<file path="src/rtl/sevenseg_to_bcdnumber.sv">
// Collects n_conv 7-segment patterns, decodes each to a BCD nibble and presents the assembled number.
// Optional build macro SEG_BLANK_AS_ZERO_EN: a blank pattern (all segments off) decodes as digit 0.
module sevenseg_to_bcdnumber #(
  parameter int n_conv = 4
) (
  input  logic                  clk,
  input  logic                  rst,
  input  logic [7:0]            seg_in,
  input  logic                  seg_valid,
  output logic                  seg_ready,
  output logic [4*n_conv-1:0]   bcd_number,
  output logic                  bcd_valid,
  input  logic                  bcd_ready,
  output logic                  err
);

  typedef enum logic {
    COLLECT = 1'b0,
    HOLD    = 1'b1
  } state_t;

  typedef struct packed {
    logic       bad;
    logic [3:0] nibble;
  } digit_t;

  localparam logic [3:0] LAST_DIGIT = 4'(n_conv - 1);

  state_t               state, state_next;
  logic [3:0]           digit_cnt;
  logic [4*n_conv-1:0]  shift_reg;
  logic                 err_flag;
  logic                 transfer;
  logic                 last_digit;
  logic                 handoff;
  digit_t               decoded;
  logic [4*n_conv+3:0]  shifted;

  // dp (bit 7) never takes part in the decode.
  function automatic digit_t decode_seg(input logic [6:0] seg);
    digit_t d;
    d.bad    = 1'b0;
    d.nibble = 4'hF;
    case (seg)
      7'h3F:   d.nibble = 4'd0;
      7'h06:   d.nibble = 4'd1;
      7'h5B:   d.nibble = 4'd2;
      7'h4F:   d.nibble = 4'd3;
      7'h66:   d.nibble = 4'd4;
      7'h6D:   d.nibble = 4'd5;
      7'h7D:   d.nibble = 4'd6;
      7'h07:   d.nibble = 4'd7;
      7'h7F:   d.nibble = 4'd8;
      7'h6F:   d.nibble = 4'd9;
`ifdef SEG_BLANK_AS_ZERO_EN
      7'h00:   d.nibble = 4'd0;
`else
      7'h00:   d.bad    = 1'b1;
`endif
      default: d.bad    = 1'b1;
    endcase
    return d;
  endfunction

  assign decoded    = decode_seg(seg_in[6:0]);
  assign transfer   = seg_valid && seg_ready;
  assign last_digit = (digit_cnt == LAST_DIGIT);
  assign handoff    = bcd_valid && bcd_ready;
  // Earlier digits move up one nibble; the newest lands in the low nibble.
  assign shifted    = {shift_reg, decoded.nibble};

  // NOTE: every signal driven here gets a default first, so no path can infer a latch.
  always_comb begin
    state_next = state;
    seg_ready  = 1'b0;
    bcd_valid  = 1'b0;
    case (state)
      COLLECT: begin
        seg_ready = 1'b1;
        if (transfer && last_digit) state_next = HOLD;
      end
      HOLD: begin
        bcd_valid = 1'b1;
        if (bcd_ready) state_next = COLLECT;
      end
      default: state_next = COLLECT;
    endcase
  end

  // NOTE: sequential state uses non-blocking assignments so all registers update from pre-edge values.
  always_ff @(posedge clk) begin
    if (rst) begin
      state     <= COLLECT;
      digit_cnt <= '0;
      shift_reg <= '0;
      err_flag  <= 1'b0;
    end else begin
      state <= state_next;
      if (transfer) begin
        shift_reg <= shifted[4*n_conv-1:0];
        digit_cnt <= last_digit ? 4'd0 : digit_cnt + 4'd1;
        if (decoded.bad) err_flag <= 1'b1;
      end
      // The number stays on bcd_number after handoff; only the error flag starts fresh.
      if (handoff) err_flag <= 1'b0;
    end
  end

  assign bcd_number = shift_reg;
  assign err        = err_flag;

endmodule

</file>
<file path="config.mk">
export PLATFORM = sky130hd
export DESIGN_NAME = sevenseg_to_bcdnumber
export DESIGN_NICKNAME = d
export VERILOG_FILES = /design/src/rtl/sevenseg_to_bcdnumber.sv
export SDC_FILE = /design/constraint.sdc
export NUM_CORES = 1
export LEC_CHECK = 0
export ABC_CLOCK_PERIOD_IN_PS = 1450
export CAP_MARGIN = 20
export CORE_ASPECT_RATIO = 1.75
export CORE_MARGIN = 2
export CORE_UTILIZATION = 40
export CTS_BUF_LIST = sky130_fd_sc_hd__clkbuf_4 sky130_fd_sc_hd__clkbuf_8 sky130_fd_sc_hd__clkbuf_16
export DETAILED_ROUTE_END_ITERATION = 8
export GPL_TIMING_DRIVEN = 1
export HOLD_SLACK_MARGIN = 0.02
export PLACE_DENSITY_LB_ADDON = 0.2
export SETUP_SLACK_MARGIN = 0.15
export SYNTH_ARGS = -nofsm -noshare
export SYNTH_HDL_FRONTEND = slang
export SYNTH_SLANG_ARGS = --single-unit
</file>
<file path="constraint.sdc">
create_clock -name clk -period 1.45 [get_ports clk]
set_input_delay 0.145 -clock clk [delete_from_list [all_inputs] [get_ports clk]]
set_output_delay 0.145 -clock clk [all_outputs]
set_load 0.05 [all_outputs]
</file>
-- Word-level counts from Yosys, hierarchy flattened
Index checks and enable logic that the tools add are counted.
- register bits: 22
- logic and storage cells: 31
- bitwise logic cells: 2
- eq/ne operators: 11
- $add $sub $neg: 1
- muxes and demuxes: 7
- reductions and logical operators: 6
- operators by type and width (kind ; number):
    == test 7 bit, second input constant ; 7
    one-hot mux 4 bit (10 select lines) ; 1
    == test 7 x 3 -> 1 bit, second input constant ; 2
    OR reduction 10 bit ; 1
    == test 7 x 6 -> 1 bit, second input constant ; 1
    adder 4 x 1 -> 4 bit, second input constant ; 1
    == test 4 x 2 -> 1 bit, second input constant ; 1
    two-way mux 1 bit ; 4
    two-way mux 4 bit ; 1
    logical AND 1 bit ; 3
    inverter 1 bit ; 2
    one-hot mux 1 bit (2 select lines) ; 1
    AND reduction 2 bit ; 1
    OR reduction 2 bit ; 1

-- Logic depth before layout (Yosys ltp)
- word-level depth: 5
- depth in mapped cells: 5
- gate-level depth less buffers: 5

-- Worst setup path before layout
No wires, ideal clock.
- path kind: register to register
- start: register state
- end: register shift_reg[1], in the netlist bcd_number[1]
- arrival time: 1.668 ns
- clock period less this slack: 1.739 ns
- required time: 1.379 ns
- slack: -0.289 ns
- stages on the path, launching flop included: 6
- path buffers: 1
- library setup time: 0.071 ns
- cells stage by stage: dfxtp_1 > inv_2 > nand2_1 > clkbuf_1 > nand2_1 > a21oi_1
- word-level cells in the longest chain between the ends: 2
- RTL lines (element ; line ; source):
    start, declared ; 29 ; state_t state, state_next;
    start signal, assigned ; 98 ; state <= state_next;
    two-way mux 1 bit ; 77 ; case (state)
    via seg_ready ; 10 ; output logic seg_ready,
    logical AND 1 bit ; 66 ; assign transfer = seg_valid && seg_ready;
    end signal, assigned ; 100 ; shift_reg <= shifted[4*n_conv-1:0];
    end, declared ; 31 ; logic [4*n_conv-1:0] shift_reg;
The timed path passes the listed nets, and every way through them passes these cells.
A chain may end at the register's enable or synchronous reset.

-- Worst setup path in the final report
- start: input port seg_in[4]
- end: register err_flag, in the netlist err
- word-level cells in the longest chain between the ends: 4
- elaborated cells between the ends (all ways): 13
- those cells by class: eq/ne (10); bitwise (1); reduce/logical (2)
- RTL lines (element ; line ; source):
    start, declared ; 8 ; input logic [7:0] seg_in,
    == test 7 bit (tied with other cells) ; 44 ; case (seg)
    OR reduction 10 bit (no source line) * ; n/a ;
    inverter 1 bit (no source line) * ; n/a ;
    AND reduction 2 bit (no source line) * ; n/a ;
    end signal, assigned ; 96 ; err_flag <= 1'b0;
    end signal, assigned ; 102 ; if (decoded.bad) err_flag <= 1'b1;
    end signal, assigned ; 105 ; if (handoff) err_flag <= 1'b0;
    end, declared ; 32 ; logic err_flag;
Mark *: on every way between the ends. The rest lies on a longest branch, timed or not.

==> impl_metrics.ini <==
[place]
post-dp-hpwl_mm = 1.88
place_worst_setup_slack_ps = -394
numPortBuffers = 29
placed_cells_incl_taps = 183
routabilityCongestion = 0.796

[clocking]
cts_tree = built
clock_path_buffers = 2
post-cts-setup-buffer-count = 0
ctsRootBufferMaster = sky130_fd_sc_hd__clkbuf_8
cts_htree_levels = 1
cts_made_buffers = 3
clock_latency_reported_for_the_late_side_of_the_worst_skew_pair_ps = 250
cts_sinks = 22
holdBufCountCts = 0
path_clk_slew_ps = 70

[setup_path]
path_cells = buf_2 -> or4_4 -> a211oi_4 -> nor3_2 -> a31oi_1 -> a211oi_1
cp_data_arrival_time_ps = 1390
family_of_cells_with_the_greatest_summed_delay_on_the_critical_path = simple AND/OR/NAND/NOR gates
setup.worst_path.end_class = flop
worst-setup-path-type = in2reg
crit_path_top_delay_cell = sky130_fd_sc_hd__or4_4
critical_path_required_ps = 1600
path_max_fanout = 6
crit_start_category = input pin
max_stage_delay_ps = 550
critical_path_buf_inv_count = 1

[sta]
post-route-period-util_pct = 85.9
grt_setup_unrepaired = false
tightestPinTransition_ps = 272
timing.final.ws_setup_ps = 204
max_slew_margin_pct = 81.9
skew_ps = 3.12
maxClockFrequency_ghz = 0.803
final_hold_viol_count = 0
min_period_ps = 1250
setup_viol = 0
drv_slew = 0

[final_layout]
fin_nets = 176
number_of_diodes_added_for_antenna_fixing = 0
layout_commonest_cell = sky130_fd_sc_hd__nand2_1
multi_input_comb_area_um2 = 544
nFillCells = 224
area_growth_from_synthesis_to_layout_pct = 41.4
final_cell_mix = sky130_fd_sc_hd__nand2_1, sky130_fd_sc_hd__buf_4, sky130_fd_sc_hd__dfxtp_1, sky130_fd_sc_hd__a21oi_1, sky130_fd_sc_hd__nor2_1
fraction_of_layout_cells_with_a_size_suffix_above_1_pct = 31.5
register_area_um2 = 444
post_layout_nonfiller_instances = 187

[routing]
vias = 996
dr.first_iter.drc_count = 11
routedWlPerCell_um = 12.6
routed_wl_mm = 2.35
ant_nets = 0
detail_route.drc_violations = 0
drt-pass1-iter-count = 4
via_per_inst = 5.33

[synth]
seq_area_frac_synth_pct = 44.6
yosys_warnings = 0
post_synth_inst_count = 122
synth_nets = 135
syn-mean-instance-area_um2 = 8.10
yosys_register_bits = 22
number_of_distinct_library_cell_variants_in_the_gate_level_netlist_after_synthesis = 33
mappedNetlistArea_um2 = 988

[power_and_ir_drop]
power.combinational.fraction_pct = 19.7
power_per_cell_area_mw_per_mm2 = 927
swShare_pct = 27.7
internal_power_uw = 937
netSwitchingPower_uw = 358
vdd.ir_drop.worst_mv = 0.522
cellLeakagePower_nw = 0.596
power.sequential.fraction_pct = 50.0
p_clk_share_pct = 30.3

[die]
height_of_the_die_um = 69.8
core-area_mm2 = 0.00233
initial_cell_density_of_the_core_pct = 42.4
die_area_mm2 = 0.00290
number_of_rows_in_the_core_area = 23
top_level_ports = 31
die_width_um = 41.6

[status]
outcome = finished clean

[global_routing]
global_route_wire_length_before_repair_mm = 3.99
grt_util_all_layers_pct = 17.1
grt-ovfl-total = 0
first_global_vias = 936
grt_start_max_net_pins = 15
antenna_found_initial = 0

[hold_path]
classification_of_the_worst_slack_hold_path = in2reg

[job]
max_cap_violations = 0
[per-stage QoR]
step           setup TNS [ps]  hold WS, ps  utilization, %  power (mW)  instance area [um2]
2_1_floorplan               0          245               -       0.804                  996
3_3_place_gp            -1530          442            58.0       0.915                 1350
3_5_place_dp            -1740          447            58.0       0.921                 1350
4_1_cts                     0          444            59.7        1.31                 1390
5_1_grt                     0          402            60.0        1.36                 1400
6_report                    0          384            60.0        1.30                 1400
[sequential cells by signal, indices dropped and copies added, names as in the netlist]
register    flops
bcd_number     16
digit_cnt       4
err             1
state           1
[worst paths after layout]
check,depth (start not counted),startpoint,slack [ps],to
max,6,seg_in[4],200,err
min,5,seg_in[0],380,bcd_number[2]
max reg2reg,5,digit_cnt[0],310,digit_cnt[0]
min reg2reg,2,bcd_number[12],450,bcd_number[12]
[cell usage after synthesis, drive strengths merged]
master	count	area, um2
a211o	1	8.76
a211oi	2	20.0
a21boi	1	7.51
a21oi	18	90.1
a22oi	2	15.0
a2bb2oi	1	8.76
a31oi	1	6.26
and4b	1	11.3
and4bb	2	25.0
buf	1	5.00
clkbuf	4	15.0
dfxtp	22	440
ha	1	12.5
inv	1	3.75
nand2	36	135
nand3	2	10.0
nand3b	1	7.51
nand4	3	18.8
nand4b	2	17.5
nor2	8	30.0
nor2b	1	6.26
nor3	2	15.0
nor3b	3	27.5
o21ai	1	8.76
o21bai	1	7.51
o311a	1	10.0
or3b	1	8.76
or4	1	7.51
xor2	1	8.76
[layout make-up]
class | instances | share of cell area [%]
tap | 25 | 2.24
timing repair buffer | 41 | 23.1
clock buffer | 4 | 3.49
inverter | 1 | 0.448
sequential | 22 | 31.8
multi-input combinational | 94 | 38.9
[logic make-up (layout without fill, tap and decap cells)]
group,Yosys count,in the layout,share of synthesized area [%]
fa+ha+maj,1,1,1.27
xor+xnor,1,1,0.886
flops,22,22,44.6
compound gates,29,29,18.5
simple gates,63,63,32.4
buf+inv,6,46,2.40
[power groups by stage]
| stage | sequential, mW | combinational [mW] | clock, mW |
|---|---|---|---|
| after floorplan | 0.731 | 0.0728 | 0 |
| after global placement | 0.660 | 0.256 | 0 |
| after detailed placement | 0.661 | 0.260 | 0 |
| after CTS | 0.647 | 0.256 | 0.407 |
| after global routing | 0.651 | 0.274 | 0.434 |
| final | 0.647 | 0.255 | 0.393 |
[repair_timing]
item / CTS / global route
pin swaps: 5 / 3
setup endpoints to repair: 5 / 6
resized for setup: 19 / 6
[worst min-delay path: cells and delay by family]
family                 cells  cell delay (ps)
and+or+nand+nor            1               70
buffers and inverters      2              230
AOI/OAI and AO/OA          2              160
[layer usage]
metal,part of all wire (%),up-vias,GRT usage (%),routed length (um)
met5,0,-,0,0
met4,1.9,0,8.60,44
met3,3.4,4,0.781,81
met2,57,25,32.8,1330
met1,38,460,17.7,890
li1,-,507,-,-
Power figures use the tool's default switching activity.
